$ cat config.mk
export PLATFORM = sky130hd
export DESIGN_NAME = mcu_exec_ctrl
export DESIGN_NICKNAME = d
export VERILOG_FILES = /design/src/rtl/mcu_pkg.sv /design/src/rtl/mcu_regfile.sv /design/src/rtl/mcu_exec_ctrl.sv
export SDC_FILE = /design/constraint.sdc
export NUM_CORES = 1
export LEC_CHECK = 0
export BUFFER_PORTS_ARGS = -buffer_cell sky130_fd_sc_hd__buf_2
export CAP_MARGIN = 20
export CORE_MARGIN = 2
export CORE_UTILIZATION = 40
export DETAILED_ROUTE_END_ITERATION = 10
export GPL_TIMING_DRIVEN = 0
export PLACE_DENSITY = 0.68
export SYNTH_ARGS = -nofsm -noshare
export SYNTH_HDL_FRONTEND = slang
export SYNTH_SLANG_ARGS = --single-unit
$ cat constraint.sdc
create_clock -name clk -period 6.7 [get_ports clk]
set_clock_uncertainty 0.15 [all_clocks]
set_input_delay 0.335 -clock clk [delete_from_list [all_inputs] [get_ports clk]]
set_output_delay 0.335 -clock clk [all_outputs]
set_load 0.02 [all_outputs]
$ cat src/rtl/mcu_pkg.sv
// rtl/mcu_pkg.sv - shared encodings for the mcu execution sequencer
package mcu_pkg;

  localparam int DATA_W  = 8;
  localparam int FLAG_W  = 4;
  localparam int INSTR_W = 16;

  localparam logic [3:0] CLS_NOP  = 4'h0;
  localparam logic [3:0] CLS_ALUR = 4'h1;
  localparam logic [3:0] CLS_ALUI = 4'h2;
  localparam logic [3:0] CLS_ALUW = 4'h3;
  localparam logic [3:0] CLS_MOVR = 4'h4;
  localparam logic [3:0] CLS_JMP  = 4'h5;
  localparam logic [3:0] CLS_JCC  = 4'h6;
  localparam logic [3:0] CLS_HALT = 4'h7;

  // Mode presented to the ALU for every class that does not use it
  localparam logic [3:0] MODE_NONE = 4'h0;

  localparam int FLG_Z = 3;
  localparam int FLG_C = 2;
  localparam int FLG_S = 1;
  localparam int FLG_O = 0;

  typedef enum logic [2:0] {
    ST_IDLE   = 3'd0,
    ST_FETCH  = 3'd1,
    ST_DECODE = 3'd2,
    ST_EXEC   = 3'd3,
    ST_HALT   = 3'd4
  } state_e;

  localparam int N_CARRY_MODES = 6;
  localparam logic [3:0] CARRY_MODES [N_CARRY_MODES] = '{4'h0, 4'h1, 4'h7, 4'h8, 4'h9, 4'hF};

  // Only arithmetic/shift modes produce a meaningful carry; all others keep C
  function automatic logic mode_updates_carry(input logic [3:0] mode);
    logic hit;
    hit = 1'b0;
    for (int i = 0; i < N_CARRY_MODES; i++) begin
      if (mode == CARRY_MODES[i]) hit = 1'b1;
    end
    return hit;
  endfunction

  function automatic logic is_alu_class(input logic [3:0] cls);
    return (cls == CLS_ALUR) || (cls == CLS_ALUI) || (cls == CLS_ALUW);
  endfunction

endpackage

$ cat src/rtl/mcu_regfile.sv
// rtl/mcu_regfile.sv - general register file, one write port, one async read port
module mcu_regfile
  import mcu_pkg::*;
#(
  parameter int NREGS = 16
) (
  input  logic                     clk,
  input  logic                     rst,
  input  logic                     we_i,
  input  logic [$clog2(NREGS)-1:0] waddr_i,
  input  logic [DATA_W-1:0]        wdata_i,
  input  logic [$clog2(NREGS)-1:0] raddr_i,
  output logic [DATA_W-1:0]        rdata_o
);

  logic [DATA_W-1:0] regs_q [NREGS];

  always_ff @(posedge clk or posedge rst) begin
    if (rst) begin
      for (int i = 0; i < NREGS; i++) regs_q[i] <= '0;
    end else if (we_i) begin
      regs_q[waddr_i] <= wdata_i;
    end
  end

  assign rdata_o = regs_q[raddr_i];

endmodule

$ cat src/rtl/mcu_exec_ctrl.sv
// rtl/mcu_exec_ctrl.sv - fetch/decode/execute sequencer driving the 8-bit ALU
module mcu_exec_ctrl
  import mcu_pkg::*;
#(
  parameter int PC_W  = 8,
  parameter int NREGS = 16
) (
  input  logic              clk,
  input  logic              rst,
  input  logic              Run,
  output logic [PC_W-1:0]   PM_Addr,
  input  logic [INSTR_W-1:0] PM_Data,
  output logic [3:0]        Mode,
  output logic [DATA_W-1:0] Operand1,
  output logic [DATA_W-1:0] Operand2,
  output logic              E,
  input  logic [DATA_W-1:0] ALU_Out,
  input  logic [FLAG_W-1:0] ALU_Flags,
  output logic [FLAG_W-1:0] CFlags,
  output logic [DATA_W-1:0] Acc,
  output logic              Halted,
  output logic              Illegal
);

  localparam int IDX_W = $clog2(NREGS);

  state_e             state_q, state_d;
  logic [PC_W-1:0]    pc_q, pc_d;
  logic [INSTR_W-1:0] ir_q, ir_d;
  logic [DATA_W-1:0]  acc_q, acc_d;
  logic [DATA_W-1:0]  op1_q, op1_d;
  logic [DATA_W-1:0]  op2_q, op2_d;
  logic [3:0]         mode_q, mode_d;
  logic [FLAG_W-1:0]  flags_q, flags_d;
  logic [FLAG_W-1:0]  flags_commit;

  logic [3:0]         dec_cls;
  logic [3:0]         ex_cls;
  logic               jcc_taken;
  logic               illegal_c;
  logic               rf_we;
  logic [DATA_W-1:0]  rf_wdata;
  logic [DATA_W-1:0]  rf_rdata;

  assign dec_cls   = PM_Data[15:12];
  assign ex_cls    = ir_q[15:12];
  assign jcc_taken = flags_q[ir_q[9:8]] ^ ir_q[10];

  // Read port is addressed straight from PM_Data so operands latch in DECODE;
  // an ALUW write at the end of EXEC is therefore visible to the next DECODE.
  mcu_regfile #(
    .NREGS(NREGS)
  ) u_regfile (
    .clk    (clk),
    .rst    (rst),
    .we_i   (rf_we),
    .waddr_i(ir_q[IDX_W-1:0]),
    .wdata_i(rf_wdata),
    .raddr_i(PM_Data[IDX_W-1:0]),
    .rdata_o(rf_rdata)
  );

  always_comb begin
    flags_commit = ALU_Flags;
    if (!mode_updates_carry(mode_q)) flags_commit[FLG_C] = flags_q[FLG_C];
  end

  always_comb begin
    state_d   = state_q;
    pc_d      = pc_q;
    ir_d      = ir_q;
    acc_d     = acc_q;
    op1_d     = op1_q;
    op2_d     = op2_q;
    mode_d    = mode_q;
    flags_d   = flags_q;
    rf_we     = 1'b0;
    rf_wdata  = ALU_Out;
    illegal_c = 1'b0;

    case (state_q)
      ST_IDLE: begin
        if (Run) state_d = ST_FETCH;
      end
      ST_FETCH: begin
        state_d = ST_DECODE;
      end
      ST_DECODE: begin
        ir_d = PM_Data;
        if (is_alu_class(dec_cls)) begin
          mode_d = PM_Data[11:8];
          op1_d  = acc_q;
          op2_d  = (dec_cls == CLS_ALUI) ? PM_Data[7:0] : rf_rdata;
        end else begin
          mode_d = MODE_NONE;
          op1_d  = '0;
          op2_d  = '0;
        end
        state_d = ST_EXEC;
      end
      ST_EXEC: begin
        pc_d    = pc_q + PC_W'(1);
        state_d = Run ? ST_FETCH : ST_IDLE;
        case (ex_cls)
          CLS_NOP: ;
          CLS_ALUR, CLS_ALUI: begin
            acc_d   = ALU_Out;
            flags_d = flags_commit;
          end
          CLS_ALUW: begin
            rf_we   = 1'b1;
            flags_d = flags_commit;
          end
          CLS_MOVR: begin
            rf_we    = 1'b1;
            rf_wdata = acc_q;
          end
          CLS_JMP: pc_d = PC_W'(ir_q[7:0]);
          CLS_JCC: begin
            if (jcc_taken) pc_d = PC_W'(ir_q[7:0]);
          end
          CLS_HALT: state_d = ST_HALT;
          default: illegal_c = 1'b1;
        endcase
      end
      ST_HALT: ;
      default: state_d = ST_IDLE;
    endcase
  end

  always_ff @(posedge clk or posedge rst) begin
    if (rst) begin
      state_q <= ST_IDLE;
      pc_q    <= '0;
      ir_q    <= '0;
      acc_q   <= '0;
      op1_q   <= '0;
      op2_q   <= '0;
      mode_q  <= '0;
      flags_q <= '0;
    end else begin
      state_q <= state_d;
      pc_q    <= pc_d;
      ir_q    <= ir_d;
      acc_q   <= acc_d;
      op1_q   <= op1_d;
      op2_q   <= op2_d;
      mode_q  <= mode_d;
      flags_q <= flags_d;
    end
  end

  assign PM_Addr  = pc_q;
  assign Mode     = mode_q;
  assign Operand1 = op1_q;
  assign Operand2 = op2_q;
  assign E        = (state_q == ST_EXEC);
  assign CFlags   = flags_q;
  assign Acc      = acc_q;
  assign Halted   = (state_q == ST_HALT);
  assign Illegal  = illegal_c;

endmodule

==> impl_metrics.json, run 1 <==
{
  "core_area_um2": 20960,
  "ys_warn_count": 0,
  "ys_seq_elements": 186,
  "end_kind": "register",
  "drv_cap": 0,
  "insertion_delay_ns": 0.44,
  "async_flop_share": 1.000,
  "cp_num_cells": 6,
  "drc_errors": 0,
  "setup_viol": 0,
  "dr.pass1.iters": 5,
  "post_cts_resized": 0,
  "fin_util": 0.4799,
  "cts_tree": "built",
  "placement.cell_area_um2": 9239,
  "post-route-period-util": 0.4300,
  "status": "completed",
  "cp_cell_sequence": "or3b_1 > clkbuf_1 > nor4_1 > buf_2 > o21ai_0 > o31ai_1",
  "cp-startpoint": "state_q[0]",
  "worstSetupPathType": "reg2reg",
  "dpl.cell_count": 1091,
  "hpwl_um": 14630,
  "gp_congestion": 0.8320,
  "critPathMaxFanout": 10,
  "yosysSeqAreaShare": 0.5478,
  "grt_usage": 0.1948,
  "rsz0062_at_grt": "no",
  "nNetsFinal": 883,
  "wl_um": 20850,
  "die_width_um": 149.7,
  "synth.distinct_cells": 53,
  "cts_num_sinks": 186,
  "rr_startpoint": "state_q[0]",
  "htreeDepth": 4,
  "slowest_stage": "nor4_1",
  "vdd_drop_max_mv": 0.1892,
  "gr-total-overflow": 0,
  "syn_nets": 775,
  "initial_core_util": 0.4055,
  "cts_root_buf": "clkbuf_16",
  "slew_headroom": 0.4070,
  "powerDensity_nw_per_um2": 434.9,
  "synth_cells": 743,
  "final_area_um2": 10060,
  "routed_via_density": 5.381,
  "layout_commonest_cell": "dfrtp_1",
  "finalHoldViolCount": 0,
  "endpoint": "Operand2[6]",
  "dieArea_um2": 22420,
  "avgSynthCellArea_um2": 11.44,
  "synth_top_area_cell": "dfrtp_1",
  "maxSlewViolCount": 0,
  "synth_ff_type": "dfrtp_1",
  "grt_pass1_wl_um": 33520,
  "numPortBuffers": 71,
  "fin_tns_setup_ns": 0,
  "final_cells": 1139,
  "cts_buffer_depth": 2,
  "worstMarginPinSlew_ns": 0.8814,
  "worst-endpoint-required_ns": 6.88,
  "worst-path-buf-inv": 2,
  "cts_buffers": 17,
  "first_iter_violations": 474,
  "setup.worst_path.start_class": "register",
  "ant_nets": 0,
  "synth_edf_count": 0,
  "grt_pass1_vias": 6015,
  "final_cell_mix": "dfrtp_1 (186), nand2_1 (120), buf_2 (90)",
  "ff2ff_path_depth": 6,
  "fmax_mhz": 347.1,
  "area_growth_pct": 18.36,
  "antenna_found_initial": 0,
  "drive_gt1_frac": 0.2569,
  "min-delay-path-class": "in2reg",
  "dr_total_vias": 6129,
  "cp.arrival_ns": 3.06,
  "cts.reportedPaths.clkPinSlew_ns": 0.07,
  "post_drt_wl_per_cell_um": 18.31,
  "ys_top_cells_by_area": "dfrtp_1 (55%), mux4_2 (8.7%), nand2_1 (5.3%)",
  "num_io_pins": 74,
  "critPathMaxStageDelay_ns": 0.78,
  "row_count": 53,
  "diodes": 0,
  "cp_top_family": "simple AND/OR/NAND/NOR gates",
  "rrSetupSlack_ns": 3.82,
  "power.leakage_uw": 0.004385,
  "netlist.area_leader.share": 0.5478,
  "period_needed_ns": 2.881,
  "synth.cell_area_um2": 8497,
  "grt_max_degree": 135,
  "die_h_um": 149.7,
  "r2r_end": "Operand2[6]"
}
==> layout make-up <==
class / instances / area (µm²)
well taps: 275 / 344.1
clock inverters: 14 / 219.0
fillers: 1938 / 10900
plain buffers: 54 / 256.5
inverters: 3 / 18.77
repair buffers: 89 / 550.5
flip-flops and latches: 186 / 4654
clock buffers: 18 / 439.2
multi-input cells: 500 / 3575
==> worst min-delay path by stage <==
stage | to | slack (ns) | startpoint | cells past startpoint
floorplan | state_q[0] | 0.29 | state_q[2] | 1
global placement | u_regfile.regs_q[120] | 0.31 | u_regfile.regs_q[120] | 2
detailed placement | PM_Addr[4] | 0.24 | rst | 2
CTS | ir_q[12] | 0.02 | PM_Data[12] | 2
global route | ir_q[14] | 0.02 | PM_Data[14] | 2
finish | ir_q[12] | 0.03 | PM_Data[12] | 2
==> per-stage QoR <==
step / setup slack [ns] / power [µW] / hold WS, ns
2_1_floorplan: 1.158 / 2831 / 0.2920
3_3_place_gp: -1.064 / 3208 / 0.3052
3_5_place_dp: 3.696 / 3262 / 0.2386
4_1_cts: 3.788 / 4399 / 0.01823
5_1_grt: 3.634 / 4646 / 0.02375
6_report: 3.819 / 4373 / 0.02720
==> kinds of logic (layout without fill, tap and decap cells) <==
kind of cell | Yosys count | in the layout | synth area share
multiplexers | 85 | 85 | 0.1527
XOR/XNOR | 3 | 3 | 0.003093
AND/OR/NAND/NOR | 219 | 219 | 0.1207
AO/OA/AOI/OAI | 192 | 192 | 0.1427
buffers and inverters | 57 | 178 | 0.03151
adder cells (fa/ha/maj) | 1 | 1 | 0.001472
flip-flops | 186 | 186 | 0.5478
==> sequential cells by signal, summed over array words and instances (netlist names) <==
name	count
u_regfile.regs_q	128
ir_q	15
Acc	8
Operand1	8
Operand2	8
PM_Addr	8
CFlags	4
Mode	4
state_q	3
==> power by group <==
group / switching [µW] / internal, µW / leakage (µW)
Sequential: 311 / 1560 / 0.00189
Clock: 450 / 676 / 0.000322
Combinational: 748 / 624 / 0.00217
Total: 1510 / 2860 / 0.00439
==> cells in the mapped netlist (5+ instances only) <==
library cell	n
nand3_1	7
mux2_2	27
a211o_1	5
nand2_1	120
mux4_2	33
buf_2	19
a21oi_1	39
o21ai_2	23
nor2b_1	10
or4_1	5
nand2b_1	7
mux2i_1	25
o21ai_1	6
a22o_1	14
o31ai_1	5
dfrtp_1	186
o21ai_0	77
nor2_1	37
clkbuf_1	27
and3_1	5
==> routing by layer <==
metal | up-vias | wire length (µm) | track usage
met5 | - | 0 | 0
met4 | 0 | 144 | 0.04009
met3 | 14 | 940 | 0.03689
met2 | 139 | 10220 | 0.3135
met1 | 3079 | 9552 | 0.2777
li1 | 2897 | - | -
==> repair_timing <==
action,in CTS,in global routing
hold endpoints to repair,70,0
hold buffers,16,0
setup buffers,0,0
setup endpoints to repair,0,0
Power figures use the tool's default switching activity.
==> inputs of run 2 (changes only) <==
clock period = 3 ns   (was 6.7 ns; I/O delays follow)
==> impl_metrics.json, run 2 (same netlist as run 1, synthesis figures left out) <==
{
  "status": "completed",
  "post-route-period-util": 0.9239,
  "slowest_stage": "mux2i_2",
  "grt_pass1_vias": 6237,
  "period_needed_ns": 2.772,
  "critPathMaxFanout": 10,
  "reg_top3": "u_regfile.regs_q (128), ir_q (15)",
  "critPathMaxStageDelay_ns": 0.47,
  "cp_cell_sequence": "clkbuf_1 > nor2b_1 > nand3_2 > mux2i_2 > clkbuf_1 > o21ai_0",
  "diodes": 0,
  "rrSetupSlack_ns": 0.23,
  "worst-endpoint-required_ns": 3.15,
  "ff2ff_path_depth": 6,
  "die_h_um": 149.7,
  "setup.worst_path.start_class": "register",
  "dpl.cell_count": 1095,
  "end_kind": "register",
  "die_width_um": 149.7,
  "largest_reg_flops": 128,
  "cts_buffers": 17,
  "cts_buffer_depth": 2,
  "r2r_end": "u_regfile.regs_q[81]",
  "cp-startpoint": "ir_q[15]",
  "slew_headroom": 0.4644,
  "htreeDepth": 4,
  "min-delay-path-class": "in2async",
  "antenna_found_initial": 0,
  "nNetsFinal": 897,
  "dr_total_vias": 6203,
  "final_cell_mix": "dfrtp_1 (186), nand2_1 (120), buf_2 (90)",
  "initial_core_util": 0.4055,
  "gr-total-overflow": 0,
  "core_area_um2": 20960,
  "row_count": 53,
  "setup_viol": 0,
  "worstSetupPathType": "reg2reg",
  "vdd_drop_max_mv": 0.4157,
  "ant_nets": 0,
  "num_io_pins": 74,
  "wl_um": 21050,
  "rsz0062_at_grt": "no",
  "cts_num_sinks": 186,
  "powerDensity_nw_per_um2": 964.1,
  "post_drt_wl_per_cell_um": 18.26,
  "placement.cell_area_um2": 9308,
  "dr.pass1.iters": 5,
  "dieArea_um2": 22420,
  "cts_tree": "built",
  "drive_gt1_frac": 0.2631,
  "fmax_mhz": 360.8,
  "drv_cap": 0,
  "cts.reportedPaths.clkPinSlew_ns": 0.07,
  "cts_root_buf": "clkbuf_16",
  "cp.arrival_ns": 2.92,
  "gp_congestion": 0.8167,
  "grt_usage": 0.1980,
  "crit_top_cell": "clkbuf_1",
  "numPortBuffers": 71,
  "final_cells": 1153,
  "finalHoldViolCount": 0,
  "area_growth_pct": 20.84,
  "grt_pass1_wl_um": 34260,
  "power.leakage_uw": 0.004451,
  "maxSlewViolCount": 0,
  "routed_via_density": 5.380,
  "hpwl_um": 15000,
  "drc_errors": 0,
  "insertion_delay_ns": 0.44,
  "final_area_um2": 10270,
  "rr_startpoint": "ir_q[15]",
  "worstMarginPinSlew_ns": 0.7961,
  "top_register": "u_regfile.regs_q",
  "grt_max_degree": 39,
  "first_iter_violations": 411,
  "layout_commonest_cell": "dfrtp_1"
}
-- run 2: area by class of cell --
cell class / count / area (µm²)
Tap cell: 275 / 344.1
Clock buffer: 18 / 439.2
Inverter: 3 / 15.01
Fill cell: 1911 / 10690
Multi-Input combinational cell: 500 / 3592
Sequential cell: 186 / 4654
Clock inverter: 14 / 241.5
Buffer: 54 / 257.7
Timing Repair Buffer: 103 / 723.2
-- run 2: through the flow --
step / hold slack [ns] / TNS, ns / utilization / setup slack, ns / power (µW)
2_1_floorplan: 0.1327 / 0 / - / 0.3075 / 6324
3_3_place_gp: 0.2152 / -171.13 / 0.4390 / -0.9358 / 7168
3_5_place_dp: 0.06480 / 0 / 0.4442 / 0.1122 / 7296
4_1_cts: 0.1564 / 0 / 0.4891 / 0.09016 / 9945
5_1_grt: 0.1747 / 0 / 0.4900 / 0.01004 / 10510
6_report: 0.1444 / 0 / 0.4900 / 0.2282 / 9899
-- run 2: worst max-delay path by stage --
stage,to,slack [ns]
global placement,Acc[0],-0.94
floorplan,Acc[0],0.31
finish,u_regfile.regs_q[81],0.23
global route,u_regfile.regs_q[82],0.01
detailed placement,Mode[2],0.11
CTS,Operand2[6],0.09
-- run 2: worst max-delay path, delay by kind of cell, from the launching register on --
kind	cells	cell delay (ns)
buffers and inverters	2	0.73
AND/OR/NAND/NOR	2	0.72
multiplexers	1	0.47
flip-flops	1	0.38
AO/OA/AOI/OAI	1	0.18
-- run 2: repair_timing --
action	CTS	global route
hold buffers	26	0
buffers inserted	0	0
gates resized for setup	0	6
endpoints found under the hold margin	81	0
setup endpoints to repair	0	26
-- run 2: routing by layer --
metal / track usage / vias to the layer above / share of wire
met5: 0 / - / 0
met4: 0.05991 / 0 / 0.018
met3: 0.03506 / 29 / 0.042
met2: 0.3179 / 139 / 0.48
met1: 0.2762 / 3103 / 0.46
li1: - / 2932 / -
-- run 2: power breakdown --
group,switching (µW),internal (µW)
Clock,1010,1590
Sequential,703,3490
Combinational,1680,1420
Total,3400,6500
==> inputs of run 3 (changes only) <==
CORE_UTILIZATION = 60   (was 40)
PLACE_DENSITY = 0.91   (was 0.68)
==> impl_metrics.json, run 3 (same netlist as run 1, synthesis figures left out) <==
{
  "status": "completed",
  "dpl.cell_count": 1000,
  "nNetsFinal": 898,
  "diodes": 0,
  "min-delay-path-class": "in2async",
  "setup.worst_path.start_class": "register",
  "rr_startpoint": "ir_q[15]",
  "grt_pass1_vias": 6710,
  "power.leakage_uw": 0.004412,
  "grt_max_degree": 39,
  "fillCellCount": 887,
  "initial_core_util": 0.6121,
  "slew_headroom": 0.4510,
  "drc_errors": 0,
  "num_io_pins": 74,
  "hpwl_um": 15040,
  "setup_viol": 0,
  "cts_tree": "built",
  "first_iter_violations": 709,
  "maxSlewViolCount": 0,
  "largest_reg_flops": 128,
  "critPathMaxFanout": 10,
  "dieArea_um2": 15130,
  "gp_congestion": 0.8612,
  "drive_gt1_frac": 0.2568,
  "numPortBuffers": 71,
  "layout_commonest_cell": "dfrtp_1",
  "top_register": "u_regfile.regs_q",
  "cp.arrival_ns": 2.94,
  "finalHoldViolCount": 0,
  "routed_via_density": 6.413,
  "rrSetupSlack_ns": 0.19,
  "core_area_um2": 13880,
  "period_needed_ns": 2.815,
  "fmax_mhz": 355.3,
  "die_width_um": 123,
  "insertion_delay_ns": 0.43,
  "ant_nets": 0,
  "gr-total-overflow": 0,
  "post-route-period-util": 0.9382,
  "p_total_uw": 9658,
  "dr.pass1.iters": 5,
  "grt_usage": 0.3059,
  "ff2ff_path_depth": 6,
  "worst-endpoint-required_ns": 3.13,
  "htreeDepth": 4,
  "worstSetupPathType": "reg2reg",
  "cts_buffer_depth": 2,
  "die_h_um": 123,
  "cts_root_buf": "clkbuf_16",
  "powerDensity_nw_per_um2": 958.7,
  "drv_cap": 0,
  "r2r_end": "u_regfile.regs_q[89]",
  "worstMarginPinSlew_ns": 0.8160,
  "wl_um": 21840,
  "cts_num_sinks": 186,
  "dr_total_vias": 6772,
  "antenna_found_initial": 0,
  "rsz0062_at_grt": "yes",
  "row_count": 43,
  "placement.cell_area_um2": 9216,
  "reg_top3": "u_regfile.regs_q (128), ir_q (15)",
  "fin_tns_setup_ns": 0,
  "final_cell_mix": "dfrtp_1 (186), nand2_1 (120), buf_2 (90)",
  "end_kind": "register",
  "grt_pass1_wl_um": 34740,
  "vdd_drop_max_mv": 0.7150,
  "final_cells": 1056,
  "area_growth_pct": 18.55,
  "fin_util": 0.7257,
  "final_area_um2": 10070,
  "cts_buffers": 17,
  "cts.reportedPaths.clkPinSlew_ns": 0.06,
  "post_drt_wl_per_cell_um": 20.68
}
## run 3: per-stage QoR
step	hold WS, ns	worst slack (ns)
6_report	0.1496	0.1854
3_3_place_gp	0.2162	-0.7784
3_5_place_dp	0.06275	0.1343
4_1_cts	0.1546	0.1131
5_1_grt	0.1791	-0.003967
2_1_floorplan	0.1327	0.3075
## run 3: cell type report
cell class	instances	area [µm²]	share of cell area
timing repair buffer	104	758.2	0.07527
tap	180	225.2	0.02236
multi-input combinational	500	3592	0.3566
inverter	3	15.01	0.001490
clock buffer	21	450.4	0.04471
clock inverter	8	121.4	0.01205
sequential	186	4654	0.4621
buffer	54	256.5	0.02546
## run 3: routing by layer
layer	routed length, µm	vias up	global-route usage
met4	614	0	0.1122
met2	11170	381	0.5069
met5	0	-	0
li1	-	2915	-
met1	8312	3411	0.3904
met3	1735	65	0.08210
## run 3: worst max-delay path, cell delays in order (launching register included)
cell and delay, ns:
dfrtp_1 0.38, clkbuf_1 0.25, nor2b_1 0.32, nand3_2 0.39
mux2i_2 0.48, clkbuf_1 0.49, o21ai_0 0.19
## run 3: worst max-delay path by stage
stage          startpoint                    to  slack, ns
5_1_grt          ir_q[15]  u_regfile.regs_q[89]     -0.004
3_3_place_gp          rst                Acc[1]      -0.78
3_5_place_dp   state_q[1]           Operand2[6]       0.13
2_1_floorplan         rst                Acc[0]       0.31
6_report         ir_q[15]  u_regfile.regs_q[89]       0.19
4_1_cts        state_q[1]           Operand2[6]       0.11
## run 3: where the power goes
| part | internal [µW] | switching (µW) |
|---|---|---|
| combinational | 1420 | 1750 |
| clock | 1320 | 902 |
| sequential | 3500 | 769 |
| total | 6230 | 3420 |
## run 3: what timing repair did
item	in CTS	in global routing
setup endpoints to repair	0	11
hold buffers	26	0
resized for setup	0	4
setup buffers	0	0
endpoints found under the hold margin	71	0
